**src/rtl/jump_branch_ctrl.sv**
```systemverilog
// Control-flow sequencer: resolves BEQ/BNE/J/JAL/JR in ID after operands are
// ready and issues a registered one-cycle PC redirect, IF/ID flush, ID/EX bubble and JAL link write.
//
// Ports:
//   clk, rst (sync, active-high)
//   id_valid, id_jump_branch, id_pc_plus4, id_imm16, id_instr_index : ID instruction
//   rs_data, rt_data, rs_ready, rt_ready : forwarded operands
//   ext_flush : exception/EX flush
//   stall (comb), pc_redirect, pc_target, flush_ifid, bubble_idex,
//   link_we, link_data, illegal (registered)
//   cnt_ctrl, cnt_taken, cnt_stall : performance counters
module jump_branch_ctrl #(
    parameter int CNT_W = 16
) (
    input  logic             clk,
    input  logic             rst,
    input  logic             id_valid,
    input  logic [2:0]       id_jump_branch,
    input  logic [31:0]      id_pc_plus4,
    input  logic [15:0]      id_imm16,
    input  logic [25:0]      id_instr_index,
    input  logic [31:0]      rs_data,
    input  logic [31:0]      rt_data,
    input  logic             rs_ready,
    input  logic             rt_ready,
    input  logic             ext_flush,
    output logic             stall,
    output logic             pc_redirect,
    output logic [31:0]      pc_target,
    output logic             flush_ifid,
    output logic             bubble_idex,
    output logic             link_we,
    output logic [31:0]      link_data,
    output logic             illegal,
    output logic [CNT_W-1:0] cnt_ctrl,
    output logic [CNT_W-1:0] cnt_taken,
    output logic [CNT_W-1:0] cnt_stall
);

    typedef enum logic [1:0] {
        IDLE,
        WAIT_OPND,
        REDIRECT
    } state_e;

    state_e state_q, state_d;

    logic             redirect_q, redirect_d;
    logic [31:0]      target_q, target_d;
    logic             link_we_q, link_we_d;
    logic [31:0]      link_data_q, link_data_d;
    logic             illegal_q, illegal_d;
    logic [CNT_W-1:0] cnt_ctrl_q, cnt_ctrl_d;
    logic [CNT_W-1:0] cnt_taken_q, cnt_taken_d;
    logic [CNT_W-1:0] cnt_stall_q, cnt_stall_d;

    logic is_beq, is_bne, is_jr, is_j, is_jal, is_ill;
    logic is_ctrl, need_ok, active, resolve, taken;
    logic [31:0] br_target, j_target, tgt;

    always_comb begin
        is_beq  = (id_jump_branch == 3'd1);
        is_bne  = (id_jump_branch == 3'd2);
        is_jr   = (id_jump_branch == 3'd3);
        is_j    = (id_jump_branch == 3'd4);
        is_jal  = (id_jump_branch == 3'd7);
        is_ill  = (id_jump_branch == 3'd5) || (id_jump_branch == 3'd6);
        is_ctrl = is_beq || is_bne || is_jr || is_j || is_jal;

        need_ok = 1'b1;
        if (is_beq || is_bne) need_ok = rs_ready && rt_ready;
        else if (is_jr)       need_ok = rs_ready;

        // Instructions seen while a redirect is showing are wrong-path.
        active  = id_valid && (state_q != REDIRECT) && !ext_flush && !rst;
        stall   = active && (is_beq || is_bne || is_jr) && !need_ok;
        resolve = active && need_ok && is_ctrl;

        taken = 1'b0;
        if (is_beq)      taken = (rs_data == rt_data);
        else if (is_bne) taken = (rs_data != rt_data);
        else if (is_ctrl) taken = 1'b1;

        br_target = id_pc_plus4 + {{14{id_imm16[15]}}, id_imm16, 2'b00};
        j_target  = {id_pc_plus4[31:28], id_instr_index, 2'b00};
        tgt = br_target;
        if (is_jr)             tgt = rs_data;
        else if (is_j || is_jal) tgt = j_target;
    end

    always_comb begin
        state_d     = state_q;
        redirect_d  = resolve && taken;
        target_d    = target_q;
        link_we_d   = resolve && is_jal;
        link_data_d = link_data_q;
        illegal_d   = active && is_ill;
        cnt_ctrl_d  = cnt_ctrl_q + CNT_W'(resolve);
        cnt_taken_d = cnt_taken_q + CNT_W'(resolve && taken);
        cnt_stall_d = cnt_stall_q + CNT_W'(stall);

        if (resolve && taken)  target_d    = tgt;
        if (resolve && is_jal) link_data_d = id_pc_plus4;

        unique case (state_q)
            IDLE, WAIT_OPND: begin
                if (stall)                  state_d = WAIT_OPND;
                else if (resolve && taken)  state_d = REDIRECT;
                else                        state_d = IDLE;
            end
            REDIRECT: state_d = IDLE;
            default:  state_d = IDLE;
        endcase

        if (ext_flush) state_d = IDLE;
    end

    always_ff @(posedge clk) begin
        if (rst) begin
            state_q     <= IDLE;
            redirect_q  <= 1'b0;
            target_q    <= '0;
            link_we_q   <= 1'b0;
            link_data_q <= '0;
            illegal_q   <= 1'b0;
            cnt_ctrl_q  <= '0;
            cnt_taken_q <= '0;
            cnt_stall_q <= '0;
        end else begin
            state_q     <= state_d;
            redirect_q  <= redirect_d;
            target_q    <= target_d;
            link_we_q   <= link_we_d;
            link_data_q <= link_data_d;
            illegal_q   <= illegal_d;
            cnt_ctrl_q  <= cnt_ctrl_d;
            cnt_taken_q <= cnt_taken_d;
            cnt_stall_q <= cnt_stall_d;
        end
    end

    assign pc_redirect = redirect_q;
    assign flush_ifid  = redirect_q;
    assign bubble_idex = redirect_q;
    assign pc_target   = target_q;
    assign link_we     = link_we_q;
    assign link_data   = link_data_q;
    assign illegal     = illegal_q;
    assign cnt_ctrl    = cnt_ctrl_q;
    assign cnt_taken   = cnt_taken_q;
    assign cnt_stall   = cnt_stall_q;

endmodule
```
**config.mk**
```make
export PLATFORM = sky130hd
export DESIGN_NAME = jump_branch_ctrl
export DESIGN_NICKNAME = d
export VERILOG_FILES = /design/src/rtl/jump_branch_ctrl.sv
export SDC_FILE = /design/constraint.sdc
export NUM_CORES = 1
export LEC_CHECK = 0
export BUFFER_PORTS_ARGS = -buffer_cell sky130_fd_sc_hd__buf_2
export CAP_MARGIN = 20
export CORE_UTILIZATION = 45
export DETAILED_ROUTE_END_ITERATION = 6
export PLACE_DENSITY = 0.77
export SETUP_SLACK_MARGIN = 0.02
export SLEW_MARGIN = 0
export SYNTH_ARGS = -nofsm -noshare
export SYNTH_HDL_FRONTEND = slang
export SYNTH_SLANG_ARGS = --single-unit
```
**constraint.sdc**
```tcl
create_clock -name clk -period 2.6 [get_ports clk]
set_input_delay 0.26 -clock clk [delete_from_list [all_inputs] [get_ports clk]]
set_output_delay 0.26 -clock clk [all_outputs]
set_load 0.005 [all_outputs]
```
Word level (Yosys, flattened, before mapping)
Cells that the tools add are included. W data, S select, Z words.

Input bits: 147. Logic and storage cells: 59. Output and inout bits: 118. Flip-flop bits (word level): 117.

Bitwise logic cells: 1. Add/subtract/negate cells: 4. Reductions and logical operators: 24. Equal/unequal tests: 11. Mux-type cells: 9.

Operator list (count): $mux W32 (2); $add A16 B1 Y16 (3); $add A32 B32 Y32 (1); $eq A32 B32 Y1 (1); $ne A32 B32 Y1 (1); $eq A3 B3 Y1 const B (4); $logic_and A1 B1 Y1 (11); $eq A3 B2 Y1 const B (2); $logic_or A1 B1 Y1 (6); $mux W1 (6); $reduce_or A4 Y1 (1); $eq A3 B1 Y1 const B (1); $logic_not A1 Y1 (3); $reduce_or A3 Y1 (1); $eq A2 B1 Y1 const B (1); $logic_not A2 Y1 (1); $mux W2 (1); $ne A2 B2 Y1 const B (1); $reduce_or A2 Y1 (1); $not A1 Y1 (1).

Longest topological paths before layout
Gate-level depths: netlist (run 1).

Depth in word-level cells: 11. Depth in mapped cells: 15. Gate-level depth less buffers: 12.

Worst setup path before layout (run 1)
OpenSTA, ideal clock, no wires.

Kind: input to register. Start: input port id_jump_branch[1]. End: register cnt_taken_q[15] (netlist: cnt_taken[15]). Required time: 2530 ps. Setup slack: -183 ps. Setup time: 70 ps. Path buffers: 4. Arrival time: 2712 ps. Stages: 15. Cell sequence: buf_2 > and2_2 > o31ai_1 > a2111oi_0 > nor3b_2 > nor3_4 > inv_4 > buf_4 > buf_6 > ha_1 > and3_1 > clkbuf_1 > nand2_1 > or3_1 > a21oi_1.

Word-level cells in the longest chain between the ends: 10. Elaborated cells between the ends (all ways): 18. Those cells by class: 1 x add/sub; 5 x eq/ne; 5 x mux; 7 x reduce/logical.

Ends and longest elaborated chain: start: declaration (RTL line 18) `input logic [2:0] id_jump_branch,`; $eq A3 B1 Y1 or $eq A3 B2 Y1 (tied branches) (RTL line 62, 63); $logic_or A1 B1 Y1 (RTL line 68, 71); $logic_or A1 B1 Y1 (3 in a row) (RTL line 68) `is_ctrl = is_beq || is_bne || is_jr || is_j || is_jal;`; $mux W1 (RTL line 82) `else if (is_ctrl) taken = 1'b1;`; $mux W1 (RTL line 81) `else if (is_bne) taken = (rs_data != rt_data);`; $mux W1 (RTL line 80) `if (is_beq) taken = (rs_data == rt_data);`; $logic_and A1 B1 Y1 *; named net redirect_d (RTL line 48) `logic redirect_q, redirect_d;`; $add A16 B1 Y16 * (RTL line 99) `cnt_taken_d = cnt_taken_q + CNT_W'(resolve && taken);`; end signal: assignment (RTL line 137) `cnt_taken_q <= cnt_taken_d;`; end: declaration (RTL line 54) `logic [CNT_W-1:0] cnt_taken_q, cnt_taken_d;`.

Mark *: on every way through the listed nets, which the timed path passes. The rest lies on a longest branch. A chain may end at the register's enable or synchronous reset.

Final worst setup path (run 1)
Start: input port id_pc_plus4[2]. End: register target_q[24] (netlist: pc_target[24]).

Word-level cells in the longest chain between the ends: 3.

Ends and longest elaborated chain: start: declaration (RTL line 19) `input logic [31:0] id_pc_plus4,`; $add A32 B32 Y32 (RTL line 84) `br_target = id_pc_plus4 + {{14{id_imm16[15]}}, id_imm16, 2'b00};`; $mux W32 (RTL line 88) `else if (is_j || is_jal) tgt = j_target;`; $mux W32 (RTL line 87) `if (is_jr) tgt = rs_data;`; end signal: assignment (RTL line 132) `target_q <= target_d;`; end: declaration (RTL line 49) `logic [31:0] target_q, target_d;`.

Every way passes these cells.

==> qor.yml, run 1 <==
status: "completed"
syn-num-nets: 1064
antenna_found_initial: 0
cts.clk_slew.worst_paths_ps: 60
drv_slew: 0
synthTopCellsByArea: "dfxtp_1, xor2_1, nand2_1"
die-area_mm2: 0.0162
power_mw: 5.24
vias: 7809
place.gp.congestion: 0.953
cp_max_fo: 3
min_period_ps: 2410
hold_viol: 0
synth_ff_type: "dfxtp_1"
cts_buffers: 17
clock-sinks: 117
routed_wl_mm: 24.0
worst-setup-path-type: "in2reg"
grt_pass1_wl_mm: 37.0
ys_seq_area_share_pct: 33.2
die_h_um: 127
core_mm2: 0.0153
cts_tree: "built"
p_leak_nw: 4.59
hold_depth: 3
clockBufferDepth: 2
synth_cells: 881
start_util_pct: 46.2
n_antenna_cell: 0
synth_edf_count: 0
cts_setup_buffers: 0
cp-start-kind: "primary input"
cap_violations: 0
hpwl_mm: 18.6
yosysMostFrequentCell: "nand2_1"
io_pins: 265
grt_pass1_vias: 7352
arrival_ps: 2710
maxSlewHeadroom_pct: 49.1
r2r_cells: 13
synthTopCellsByCount: "nand2_1, dfxtp_1, a21oi_1"
postRouteAntennaNets: 0
fillers: 1348
cts_root_buffer: "clkbuf_16"
grt_overflow_total: 0
post_synth.cell_area_avg_um2: 8.00
drt_first_pass_iters: 5
utilization_pct: 63.6
die_w_um: 127
holdWs_ps: 85.7
placement.io_buffers: 264
yosys_warnings: 0
syn_area_mm2: 0.00705
synth_cell_types: 75
synth_top_area_share_pct: 33.2
via_per_inst: 5.51
ir_drop_mv: 0.479
powerDensity_mw_per_mm2: 539
worstMarginPinSlew_ps: 763
nets: 1377
synthArstFlopShare_pct: 0
post_drt_wl_per_cell_um: 16.9
grt.total_usage_pct: 29.6
setup_viol: 0
finalClockSkew_ps: 11.7
yosysTopAreaCell: "dfxtp_1"
min_path_type: "in2reg"
first_iter_violations: 488
synth-seq-cells: 117
rsz0062_at_grt: "false"
grt_max_degree: 74
end_kind: "flop"
drive_gt1_share_pct: 32.9
worstPathRequired_ps: 2900
min_period_over_period_pct: 92.6
fmax_ghz: 0.415
area_delta_synth_final_pct: 37.7
h-tree-depth: 4
rows: 45
drc: 0
insertion_delay_ps: 430
## metrics by stage
step / instances / setup WS [ps] / setup TNS, ps / area, µm²
detailed placement: 1385 / -223 / -2520 / 9090
global route: 1418 / 25.3 / 0 / 9710
finish: 1418 / 192 / 0 / 9710
floorplan: 881 / 15.9 / 0 / 7110
global placement: 1384 / -212 / -2530 / 9070
CTS: 1418 / 222 / 0 / 9710
## path summary, 6_finish.rpt
kind	end	slack [ps]	startpoint
min reg2reg	pc_target[26]	440	pc_target[26]
max	pc_target[24]	190	id_pc_plus4[2]
max reg2reg	cnt_taken[14]	240	state_q[1]
min	link_data[2]	90	id_pc_plus4[2]
## flip-flops by register name, summed over array words and instances (netlist names)
name         flops
link_we          1
cnt_taken       16
illegal          1
link_data       32
cnt_stall       16
state_q          2
pc_target       32
bubble_idex      1
cnt_ctrl        16
## critical path, cell delays in order
cell	delay, ps
buf_2	110
ha_1	230
fa_2	360
a211oi_2	270
o21ai_1	160
a2111o_1	410
nand2_1	100
o31a_4	160
o41ai_2	70
and4b_1	210
or3_1	370
## cell type report
type	count	area [µm²]	area share (%)
Sequential cell	117	2340	24.1
Multi-Input combinational cell	701	4480	46.1
Inverter	14	55.1	0.567
Timing Repair Buffer	343	1960	20.2
Clock inverter	10	121	1.25
Clock buffer	22	484	4.99
Tap cell	211	264	2.72
## layout by cell type (no fill, tap or decap), types with 6 or more instances in the layout
master,Yosys,routed
a211oi_1,13,12
a21o_1,21,21
a21oi_1,79,78
a31oi_1,8,8
and3_1,18,17
buf_2,8,263
buf_4,4,76
clkbuf_16,0,17
dfxtp_1,117,117
ha_1,35,34
inv_1,13,13
mux2i_1,6,6
nand2_1,132,131
nand3_1,29,29
nand3b_1,8,8
nand4_1,16,16
nor2_1,76,76
nor2b_1,8,8
nor3_1,6,6
nor4_1,11,11
o211ai_1,19,19
o21ai_0,29,29
o21ai_1,8,8
or3_1,9,9
xnor2_1,13,13
xor2_1,69,69
## cell families after synthesis
| logic type | after synthesis | share of synthesized area [%] |
|---|---|---|
| buf+inv | 63 | 3.85 |
| simple gates | 338 | 22.8 |
| mux | 8 | 1.17 |
| compound gates | 236 | 22.0 |
| xor+xnor | 83 | 10.4 |
| flops | 117 | 33.2 |
| fa+ha+maj | 36 | 6.49 |
## per-layer routing
layer	part of all wire, %	track usage [%]
met2	47	49.3
met3	6.9	6.28
met1	43	36.7
met5	0	0
met4	3.5	13.6
## power breakdown
part | switching, mW | leakage [nW] | internal (mW)
clock | 0.871 | 0.285 | 1.51
combinational | 0.560 | 3.36 | 0.459
sequential | 0.0134 | 0.944 | 1.82
total | 1.44 | 4.59 | 3.79
## repair_timing
item / 4_1_cts / 5_1_grt
hold buffers: 1 / 0
setup endpoints to repair: 0 / 0
resized for setup: 0 / 0
endpoints found under the hold margin: 1 / 0
No activity file was read; power rests on OpenSTA's default activity.
==> run 2: changes to the inputs <==
--- a/config.mk
+++ b/config.mk
@@ -9,6 +9,7 @@
 export CAP_MARGIN = 20
 export CORE_UTILIZATION = 45
 export DETAILED_ROUTE_END_ITERATION = 6
+export GPL_TIMING_DRIVEN = 0
 export PLACE_DENSITY = 0.77
 export SETUP_SLACK_MARGIN = 0.02
 export SLEW_MARGIN = 0
==> run 2 against run 1 <==
Against the previous run: cell count shrank 2.0%; sequential share of layout area grew 0.90 points; combinational power shrank 7%; critical endpoint unchanged; cell area shrank 3.6%; clock skew shrank 3.1 ps; critical path type unchanged; fmax shrank 3.2%; utilization shrank 2.3 points.
==> qor.yml, run 2 (synthesized netlist as in run 1, its figures left out) <==
drt_first_pass_iters: 5
hold_depth: 2
cts_root_buffer: "clkbuf_16"
multiInputGateArea_mm2: 0.00455
layout.area.seq_mm2: 0.00234
post_drt_wl_per_cell_um: 18.0
rr_startpoint: "state_q[0]"
holdWs_ps: 29.4
first_iter_violations: 498
postRouteAntennaNets: 0
final_cell_mix: "buf_2, nand2_1, dfxtp_1"
via_per_inst: 5.56
setup_tns_ps: 0
pwr-share-comb_pct: 18.8
clock-sinks: 117
fillers: 1438
r2r_cells: 13
powerDensity_mw_per_mm2: 538
ir_drop_mv: 0.435
grt_max_degree: 23
area_delta_synth_final_pct: 32.7
grt_pass1_vias: 7235
critPathLaunch: "id_pc_plus4[2]"
rows: 45
hpwl_mm: 19.6
die-area_mm2: 0.0162
drv_slew: 0
end_kind: "flop"
cts_tree: "built"
worst-setup-path-type: "in2reg"
cts_hold_buf: 0
placement.io_buffers: 262
die_w_um: 127
grt_overflow_total: 0
hold_start: "ext_flush"
finalClockSkew_ps: 8.63
worstMarginPinSlew_ps: 859
h-tree-depth: 4
worstPathRequired_ps: 2910
core_mm2: 0.0153
cts.clk_slew.worst_paths_ps: 60
place.gp.congestion: 0.917
cts_buffers: 17
nets: 1348
routed_wl_mm: 25.1
vias: 7721
clockBufferDepth: 2
maxSlewHeadroom_pct: 42.5
min_path_type: "in2reg"
io_pins: 265
die_h_um: 127
switching_share_pct: 29.5
hold_viol: 0
grt_pass1_wl_mm: 38.2
status: "completed"
cp-start-kind: "primary input"
reg2reg_slack_ps: 200
insertion_delay_ps: 430
drc: 0
drive_gt1_share_pct: 29.2
p_switching_mw: 1.49
n_antenna_cell: 0
antenna_found_initial: 0
cap_violations: 0
p_leak_nw: 4.33
grt.total_usage_pct: 30.9
min_period_over_period_pct: 95.7
cp_max_fo: 3
clockPowerShare_pct: 44.8
fmax_ghz: 0.402
internal_power_mw: 3.55
rsz0062_at_grt: "true"
min_period_ps: 2490
p_seq_share_pct: 36.4
arrival_ps: 2790
start_util_pct: 46.2
final_common_cell: "buf_2"
setup_viol: 0
[run 2: worst max-delay path: stages]
cell and delay (ps):
buf_2 110, ha_1 230, fa_2 380, a211oi_2 270, o21ai_1 160, a2111o_1 420
nand2_1 110, o31a_4 170, o41ai_2 90, and4b_1 220, or3_1 360
[run 2: worst paths after layout]
check / end
setup / recovery: pc_target[24]
hold / removal: state_q[1]
setup reg to reg: cnt_taken[15]
hold reg to reg: pc_target[26]
[run 2: per-stage QoR]
stage	std cells	util, %	instance area (µm²)	worst slack, ps	total power [mW]
after floorplan	881	-	7110	15.9	2.42
after global placement	1354	56.9	8690	-790	2.77
after detailed placement	1354	56.9	8690	-802	2.78
after CTS	1388	61.0	9300	40.1	5.03
after global routing	1389	61.3	9360	8.78	5.23
final	1389	61.3	9360	113	5.03
[run 2: final cells by class]
class                           count  area share [%]
Buffer                             47            2.46
Clock buffer                       19            4.73
Clock inverter                     13            1.34
Inverter                           14           0.588
Multi-Input combinational cell    701            48.6
Sequential cell                   117            25.0
Tap cell                          211            2.82
Timing Repair Buffer              267            14.4
[run 2: power groups by stage]
stage	combinational [mW]	clock, mW	sequential, mW
finish	0.948	2.26	1.83
global route	1.03	2.37	1.83
CTS	0.922	2.28	1.83
detailed placement	0.908	0	1.87
global placement	0.902	0	1.87
floorplan	0.551	0	1.87
[run 2: per-layer routing]
metal	routed length (µm)	vias to the layer above	GRT usage, %
met3	1830	55	6.87
met5	0	-	0
met4	947	0	14.6
li1	-	3735	-
met2	11600	349	51.5
met1	10700	3582	38.0
[run 2: repair_timing]
item | CTS | global route
pin swaps | 5 | 2
hold endpoints to repair | 0 | 0
buffers inserted | 3 | 2
gates resized for setup | 7 | 10
setup endpoints to repair | 26 | 13
